`config.mk`:
```
export PLATFORM = sky130hd
export DESIGN_NAME = seg7_scan_reader
export DESIGN_NICKNAME = d
export VERILOG_FILES = /design/src/rtl/seg7_pkg.sv /design/src/rtl/seg7_pat_dec.sv /design/src/rtl/seg7_scan_reader.sv
export SDC_FILE = /design/constraint.sdc
export NUM_CORES = 1
export LEC_CHECK = 0
export ABC_AREA = 1
export BUFFER_PORTS_ARGS = -buffer_cell sky130_fd_sc_hd__clkbuf_2
export CORE_UTILIZATION = 60
export CTS_BUF_LIST = sky130_fd_sc_hd__clkbuf_8
export CTS_CLUSTER_SIZE = 20
export DETAILED_ROUTE_END_ITERATION = 10
export PLACE_DENSITY = 0.81
export RECOVER_POWER = 50
export SLEW_MARGIN = 20
export SYNTH_ARGS = -nofsm -noshare
export SYNTH_HDL_FRONTEND = slang
export SYNTH_HIERARCHICAL = 1
export SYNTH_SLANG_ARGS = --single-unit
```
`constraint.sdc`:
```
create_clock -name clk -period 3.45 [get_ports clk]
set_input_delay 0.69 -clock clk [delete_from_list [all_inputs] [get_ports clk]]
set_output_delay 0.69 -clock clk [all_outputs]
set_load 0.1 [all_outputs]
```
`src/rtl/seg7_pkg.sv`:
```
// seg7_pkg: segment patterns ({a..g}, bit6=a), error code and FSM states for seg7_scan_reader.
package seg7_pkg;
    localparam logic [6:0] SEG_0 = 7'b1111110;
    localparam logic [6:0] SEG_1 = 7'b0110000;
    localparam logic [6:0] SEG_2 = 7'b1101101;
    localparam logic [6:0] SEG_3 = 7'b1111001;
    localparam logic [6:0] SEG_4 = 7'b0110011;
    localparam logic [6:0] SEG_5 = 7'b1011011;
    localparam logic [6:0] SEG_6 = 7'b1011111;
    localparam logic [6:0] SEG_7 = 7'b1110000;
    localparam logic [6:0] SEG_8 = 7'b1111111;
    localparam logic [6:0] SEG_9 = 7'b1111011;
    localparam logic [6:0] SEG_A = 7'b1110111;
    localparam logic [6:0] SEG_B = 7'b0011111;
    localparam logic [6:0] SEG_C = 7'b1001110;
    localparam logic [6:0] SEG_D = 7'b0111101;
    localparam logic [6:0] SEG_E = 7'b1001111;
    localparam logic [6:0] SEG_F = 7'b1000111;
    localparam logic [3:0] ERR_CODE = 4'hF;
    typedef enum logic [1:0] {IDLE, SETTLE, HOLD} state_t;
endpackage

```
`src/rtl/seg7_pat_dec.sv`:
```
// seg7_pat_dec: 7-segment pattern to {err,code}; hex letters A-F decode only when SEG7_HEX_EN is defined.
module seg7_pat_dec
    import seg7_pkg::*;
(
    input  logic [6:0] seg,
    output logic [3:0] code,
    output logic       err
);
    always_comb begin
        {err, code} = {1'b1, ERR_CODE};
        case (seg)
            SEG_0: {err, code} = {1'b0, 4'h0};
            SEG_1: {err, code} = {1'b0, 4'h1};
            SEG_2: {err, code} = {1'b0, 4'h2};
            SEG_3: {err, code} = {1'b0, 4'h3};
            SEG_4: {err, code} = {1'b0, 4'h4};
            SEG_5: {err, code} = {1'b0, 4'h5};
            SEG_6: {err, code} = {1'b0, 4'h6};
            SEG_7: {err, code} = {1'b0, 4'h7};
            SEG_8: {err, code} = {1'b0, 4'h8};
            SEG_9: {err, code} = {1'b0, 4'h9};
`ifdef SEG7_HEX_EN
            SEG_A: {err, code} = {1'b0, 4'hA};
            SEG_B: {err, code} = {1'b0, 4'hB};
            SEG_C: {err, code} = {1'b0, 4'hC};
            SEG_D: {err, code} = {1'b0, 4'hD};
            SEG_E: {err, code} = {1'b0, 4'hE};
            SEG_F: {err, code} = {1'b0, 4'hF};
`else
`endif
            default: {err, code} = {1'b1, ERR_CODE};
        endcase
    end
endmodule

```
`src/rtl/seg7_scan_reader.sv`:
```
// seg7_scan_reader: recovers digit codes from a multiplexed 7-segment bus and publishes full frames.
// Hex letter decoding is enabled by defining SEG7_HEX_EN.
module seg7_scan_reader
    import seg7_pkg::*;
#(
    parameter int NDIG   = 4,
    parameter int STABLE = 4
) (
    input  logic              clk,
    input  logic              rst_n,
    input  logic [6:0]        seg_in,
    input  logic [NDIG-1:0]   an_in,
    output logic [4*NDIG-1:0] frame_data,
    output logic              frame_err,
    output logic              frame_valid,
    input  logic              frame_ready,
    output logic              overrun
);
    localparam int IW = $clog2(NDIG);
    localparam logic [7:0] CAP_CNT = 8'(STABLE - 1);

    state_t            state, nxt;
    logic [NDIG-1:0]   samp_an, seen;
    logic [6:0]        samp_seg;
    logic [7:0]        cnt;
    logic [IW-1:0]     idx;
    logic              an_ok, cap, done, dig_err, fr_err;
    logic [3:0]        dig_code;
    logic [4:0]        dig [NDIG];
    logic [4*NDIG-1:0] fr_data;

    seg7_pat_dec u_dec (.seg(samp_seg), .code(dig_code), .err(dig_err));

    assign an_ok = $countones(~samp_an) == 1;
    assign done  = &seen;

    always_comb begin
        idx     = '0;
        fr_err  = 1'b0;
        fr_data = '0;
        for (int i = 0; i < NDIG; i++) begin
            if (!samp_an[i]) idx = IW'(i);
            fr_data[4*i +: 4] = dig[i][3:0];
            fr_err = fr_err | dig[i][4];
        end
    end

    // cnt==0 means the registered sample just changed, which ends a HOLD window
    always_comb begin
        nxt = state;
        cap = 1'b0;
        case (state)
            IDLE:    nxt = an_ok ? SETTLE : IDLE;
            SETTLE: begin
                cap = an_ok && cnt == CAP_CNT;
                nxt = !an_ok ? IDLE : (cap ? HOLD : SETTLE);
            end
            HOLD:    nxt = cnt != 8'd0 ? HOLD : (an_ok ? SETTLE : IDLE);
            default: nxt = IDLE;
        endcase
    end

    always_ff @(posedge clk) begin
        if (!rst_n) begin
            state       <= IDLE;
            samp_an     <= '0;
            samp_seg    <= '0;
            cnt         <= '0;
            seen        <= '0;
            frame_data  <= '0;
            frame_err   <= 1'b0;
            frame_valid <= 1'b0;
            overrun     <= 1'b0;
            for (int i = 0; i < NDIG; i++) dig[i] <= '0;
        end else begin
            state    <= nxt;
            samp_an  <= an_in;
            samp_seg <= seg_in;
            cnt      <= ({an_in, seg_in} != {samp_an, samp_seg}) ? 8'd0 : (&cnt ? cnt : cnt + 8'd1);
            seen     <= (done ? '0 : seen) | (cap ? NDIG'(1) << idx : '0);
            if (cap) dig[idx] <= {dig_err, dig_code};
            if (done) begin
                frame_data  <= fr_data;
                frame_err   <= fr_err;
                frame_valid <= 1'b1;
                overrun     <= overrun | (frame_valid & ~frame_ready);
            end else if (frame_ready) begin
                frame_valid <= 1'b0;
            end
        end
    end
endmodule

```
==> results of run 1 <==
-- registers in the layout (all words and copies together) (netlist names) --
| register | cells |
|---|---|
| cnt | 8 |
| dig | 20 |
| frame_data | 16 |
| frame_err | 1 |
| frame_valid | 1 |
| overrun | 1 |
| samp_an | 4 |
| samp_seg | 7 |
| seen | 4 |
| state | 2 |
-- Yosys cell counts --
cell type  instances  area share [%]
clkbuf_1           4            0.50
nor3_2            13             4.3
dfxtp_1           44              29
nor3_4             1            0.54
nor4_1             1            0.21
inv_1             54             6.7
o21ai_0           28             4.6
buf_6              2            0.75
buf_2              2            0.33
edfxtp_1          20              20
xnor2_1            3            0.87
nand3_1           13             2.2
nor2b_1            1            0.21
a21oi_1            7             1.2
fa_1               1            0.66
xor2_1             2            0.58
nor2_4             3             1.1
nand4_4            1            0.70
nand3_2            1            0.33
nand3b_1           1            0.25
nor3_1             8             1.3
nand2_2            5             1.0
inv_2              2            0.25
buf_4              1            0.25
nor2_2             3            0.62
a31oi_1            1            0.21
clkbuf_2           1            0.17
nor2_1            76             9.4
nand2_1           79             9.8
ha_1               4             1.7
o21ai_1            1            0.17
-- cell families after synthesis --
| family | Yosys count | share of synthesized area, % |
|---|---|---|
| fa+ha+maj | 5 | 2.32 |
| buf+inv | 66 | 8.95 |
| compound gates | 37 | 6.17 |
| xor+xnor | 5 | 1.45 |
| flops | 64 | 49.0 |
| simple gates | 206 | 32.1 |
-- power groups by stage --
| stage | Sequential (µW) | Clock, µW | Combinational, µW |
|---|---|---|---|
| floorplan | 817 | 0 | 56.7 |
| global placement | 820 | 0 | 74.8 |
| detailed placement | 820 | 0 | 77.7 |
| CTS | 803 | 711 | 78.4 |
| global route | 805 | 743 | 90.5 |
| finish | 803 | 699 | 77.0 |
-- per-layer routing --
layer / part of all wire [%] / routed length (µm) / up-vias / global-route usage, %
li1: - / - / 1271 / -
met1: 46 / 2480 / 1105 / 27.2
met2: 50 / 2710 / 41 / 40.9
met3: 3.3 / 182 / 8 / 5.80
met4: 1.4 / 78 / 0 / 9.37
met5: 0 / 0 / - / 0
-- critical path, cell delays in order (launching register included) --
cell      delay, ns
dfxtp_1        0.34
fa_1           0.53
inv_1          0.04
ha_1           0.17
ha_1           0.26
nand3b_1       0.21
nor3_1         0.21
nand2_1        0.16
o21ai_0        0.60
-- worst max-delay path by stage --
stage | start | end
2_1_floorplan | samp_an[0] | dig[2][0]
3_3_place_gp | samp_an[0] | dig[0][0]
3_5_place_dp | samp_an[0] | dig[1][4]
4_1_cts | samp_an[0] | dig[2][3]
5_1_grt | samp_an[0] | dig[2][3]
6_report | samp_an[0] | dig[2][2]
-- layout make-up --
cell class	count	area, µm²
sequential	64	1480
fill	419	1380
multi-input combinational	253	1270
inverter	56	210
timing repair buffer	34	150
clock buffer	9	124
clock inverter	7	95.1
tap	67	83.8
-- per-stage QoR --
step / power [µW] / hold slack [ns] / instances
2_1_floorplan: 874 / 0.444 / 383
3_3_place_gp: 894 / 0.447 / 474
3_5_place_dp: 898 / 0.456 / 474
4_1_cts: 1590 / 0.473 / 490
5_1_grt: 1640 / 0.493 / 490
6_report: 1580 / 0.468 / 490
==> flow_summary.ini, run 1 <==
[critical_path]
crit_type = register to register
rr_endpoint = dig[2][2]
r2r_cells = 8
cp_max_fo = 5
reg2reg_from = samp_an[0]
start_kind = register
critical_path_required_ns = 3.42
rrSetupSlack_ns = 0.55
arrival_ns = 2.86
end_kind = register

[clock_network]
post_cts_buffers = 0
post_cts_resized = 0
cts_buffers = 9
clkLatencyLatePin_ns = 0.34
cts.clk_slew.worst_paths_ns = 0.07
clock_path_buffers = 2
tritoncts = done
root_buffer = clkbuf_8
cts_hold_buf = 0
cts_max_level = 3
cts_sinks = 64

[global_routing]
grt_max_degree = 22
grt_antenna_before_repair = 0
grt_pass1_vias = 2230
grt_overflow_total = 0
grt_pass1_wl_mm = 9.29
grt.total_usage_pct = 23.3

[power]
power.share.sequential_pct = 50.9
p_int_uw = 1220
p_clk_share_pct = 44.3
vdd_ir_drop_max_mv = 0.333
leakage_uw = 0.00157
p_switching_uw = 354
powerDensity_nw_per_um2 = 463
combPwrFrac_pct = 4.9
swShare_pct = 22.4

[timing]
max_freq_mhz = 345
fin_ws_ns = 0.555
clock-skew-final_ns = 0.00764
slew_headroom_pct = 22.6
tightest_slew_ns = 1.17
fin_crit_ns = 2.90
final.setup.tns_ns = 0
fin_crit_sh_pct = 83.9
hold_viol = 0
setup_viol = 0
rsz0062_at_grt = no
drv_slew = 0

[drt]
drc = 0
vias_per_cell = 4.95
dr.pass1.iters = 4
drt-initial-drc-count = 62
wl_per_cell_um = 11.1
ant_nets = 0
drt_wl_total_mm = 5.45
vias = 2425

[placed_design]
gp_congestion = 0.836
dp_hpwl_mm = 3.92
place_area_um2 = 3220
pre_cts_ws_ns = 0.582
port_buffers = 32

[synth]
syn_nets = 402
yosysSeqAreaShare_pct = 49.0
synth_area_um2 = 3020
yosys_warnings = 6
syn_inst = 383
synth_cell_types = 31
syn_area_per_cell_um2 = 7.89
synth_seq_cells = 64

[floorplan]
rows = 25
start_util_pct = 63.1
die_h_um = 73.0
die_w_um = 73.0
io_pins = 33
coreArea_um2 = 4790
die_area_um2 = 5320

[hold_path]
hp-start = overrun
min_to = overrun
hold_class = register to register
holdPathStages = 2

[status]
status = finished, final reports clean

[cells_and_area]
postLayoutCellArea_um2 = 3410
nets = 437
antenna_cells = 0
final_common_cell = nand2_1
utilization_pct = 71.3
drive_gt1_share_pct = 14.7
syn_to_final_growth_pct = 12.9
layout_common_cells = nand2_1, nor2_1, inv_1, dfxtp_1, o21ai_0

[run]
drv_cap = 0
Note: power is estimated with default switching activity, not from simulation.
==> run 2, diff against run 1 <==
--- a/config.mk
+++ b/config.mk
@@ -7,11 +7,11 @@
 export LEC_CHECK = 0
 export ABC_AREA = 1
 export BUFFER_PORTS_ARGS = -buffer_cell sky130_fd_sc_hd__clkbuf_2
-export CORE_UTILIZATION = 60
+export CORE_UTILIZATION = 55
 export CTS_BUF_LIST = sky130_fd_sc_hd__clkbuf_8
 export CTS_CLUSTER_SIZE = 20
 export DETAILED_ROUTE_END_ITERATION = 10
-export PLACE_DENSITY = 0.81
+export PLACE_DENSITY = 0.78
 export RECOVER_POWER = 50
 export SLEW_MARGIN = 20
 export SYNTH_ARGS = -nofsm -noshare
==> constraint.sdc (replaced) <==
create_clock -name clk -period 2.59 [get_ports clk]
set_input_delay 0.518 -clock clk [delete_from_list [all_inputs] [get_ports clk]]
set_output_delay 0.518 -clock clk [all_outputs]
set_load 0.1 [all_outputs]
==> flow_summary.ini, run 2 (synthesized netlist as in run 1, its figures left out) <==
[placed_design]
place_area_um2 = 3260
dp_hpwl_mm = 4.20
gp_congestion = 0.856
port_buffers = 32

[critical_path]
start_kind = register
end_kind = register
rr_endpoint = dig[1][2]
arrival_ns = 2.54
crit_type = register to register
rrSetupSlack_ns = 0.12
r2r_cells = 9
cp_max_fo = 5
critical_path_required_ns = 2.66
reg2reg_from = samp_an[0]

[timing]
tightest_slew_ns = 1.17
clock-skew-final_ns = 0.00620
final.setup.tns_ns = 0
drv_slew = 0
holdWs_ns = 0.374
slew_headroom_pct = 22.6
max_freq_mhz = 405
fin_crit_ns = 2.47
fin_crit_sh_pct = 95.4
hold_viol = 0
rsz0062_at_grt = yes
setup_viol = 0

[global_routing]
grt_overflow_total = 0
grt_antenna_before_repair = 0
grt_max_degree = 22
grt_pass1_vias = 2297
grt.total_usage_pct = 22.3
grt_pass1_wl_mm = 10.0

[clock_network]
post_cts_buffers = 0
cts_sinks = 64
clkLatencyLatePin_ns = 0.34
tritoncts = done
clock_path_buffers = 2
cts_buffers = 9
root_buffer = clkbuf_8
cts_hold_buf = 0
cts_max_level = 3
cts.clk_slew.worst_paths_ns = 0.07

[floorplan]
start_util_pct = 58.0
rows = 26
coreArea_um2 = 5200
die_w_um = 76.1
die_area_um2 = 5790
io_pins = 33
die_h_um = 76.1

[run]
drv_cap = 0

[hold_path]
hp-start = seg_in[2]
holdPathStages = 3
hold_class = input pin to register
min_to = samp_seg[2]

[power]
vdd_ir_drop_max_mv = 0.347
leakage_uw = 0.00160
powerDensity_nw_per_um2 = 586

[cells_and_area]
largest_registers = dig: 20 flops, frame_data: 16 flops, cnt: 8 flops
drive_gt1_share_pct = 16.8
layout_common_cells = nand2_1, nor2_1, inv_1, dfxtp_1, o21ai_0
postLayoutCellArea_um2 = 3460
regMostFlops = dig
final_common_cell = nand2_1
largest_reg_flops = 20
antenna_cells = 0
utilization_pct = 66.5
fillers = 471
nets = 443
syn_to_final_growth_pct = 14.7

[drt]
vias_per_cell = 4.95
drt-initial-drc-count = 152
ant_nets = 0
drt_wl_total_mm = 5.88
wl_per_cell_um = 11.8
vias = 2470
drc = 0
dr.pass1.iters = 4

[status]
status = finished, final reports clean
==> run 2: metrics by stage <==
| stage | power [µW] | worst slack, ns | std cells |
|---|---|---|---|
| after global placement | 1200 | 0.144 | 482 |
| after CTS | 2050 | 0.0506 | 499 |
| after global routing | 2110 | -0.0120 | 499 |
| after detailed placement | 1210 | 0.0429 | 482 |
| final | 2030 | 0.120 | 499 |
| after floorplan | 1160 | -0.0194 | 383 |
==> run 2: worst max-delay path, stage by stage, from the launching register on <==
cell      delay, ns
dfxtp_1        0.35
fa_1           0.55
inv_1          0.04
ha_1           0.17
ha_1           0.26
nand3b_1       0.18
nor3_2         0.16
nand2_1        0.14
o21ai_0        0.17
buf_4          0.17
==> run 2: final cells by class <==
cell class              instances  area, µm²  share of cell area (%)
flip-flops and latches         64       1480                    42.8
multi-input cells             254       1300                    37.5
inverters                      56        210                    6.07
repair buffers                 39        191                    5.53
clock buffers                   9        124                    3.58
well taps                      70       87.6                    2.53
clock inverters                 7       71.3                    2.06
==> run 2: timing repair <==
item,CTS,global route
gates resized for setup,0,4
endpoints found under the setup margin,1,23
gates cloned,1,0
==> run 2: report_power, final <==
| group | switching, µW | internal [µW] | total [µW] |
|---|---|---|---|
| combinational | 70.5 | 43.9 | 114 |
| clock | 399 | 443 | 842 |
| sequential | 20.3 | 1050 | 1070 |
| total | 490 | 1540 | 2030 |
==> run 2: how the worst max path moves through the flow <==
stage	from	end	slack (ns)	cells past startpoint
after floorplan	samp_an[0]	dig[2][0]	-0.02	8
after detailed placement	samp_an[0]	dig[1][0]	0.04	9
after global placement	samp_an[0]	dig[2][0]	0.14	9
after CTS	samp_an[0]	dig[0][4]	0.05	9
after global routing	samp_an[0]	dig[1][0]	-0.01	9
final	samp_an[0]	dig[1][2]	0.12	9
==> run 2: per-layer routing <==
metal  vias up  wire, µm  global-route usage [%]
met1      1103      2690                    26.5
met3        19       187                    3.95
met2        63      2790                    36.4
li1       1285         -                       -
met5         -         0                       0
met4         0       209                    16.0
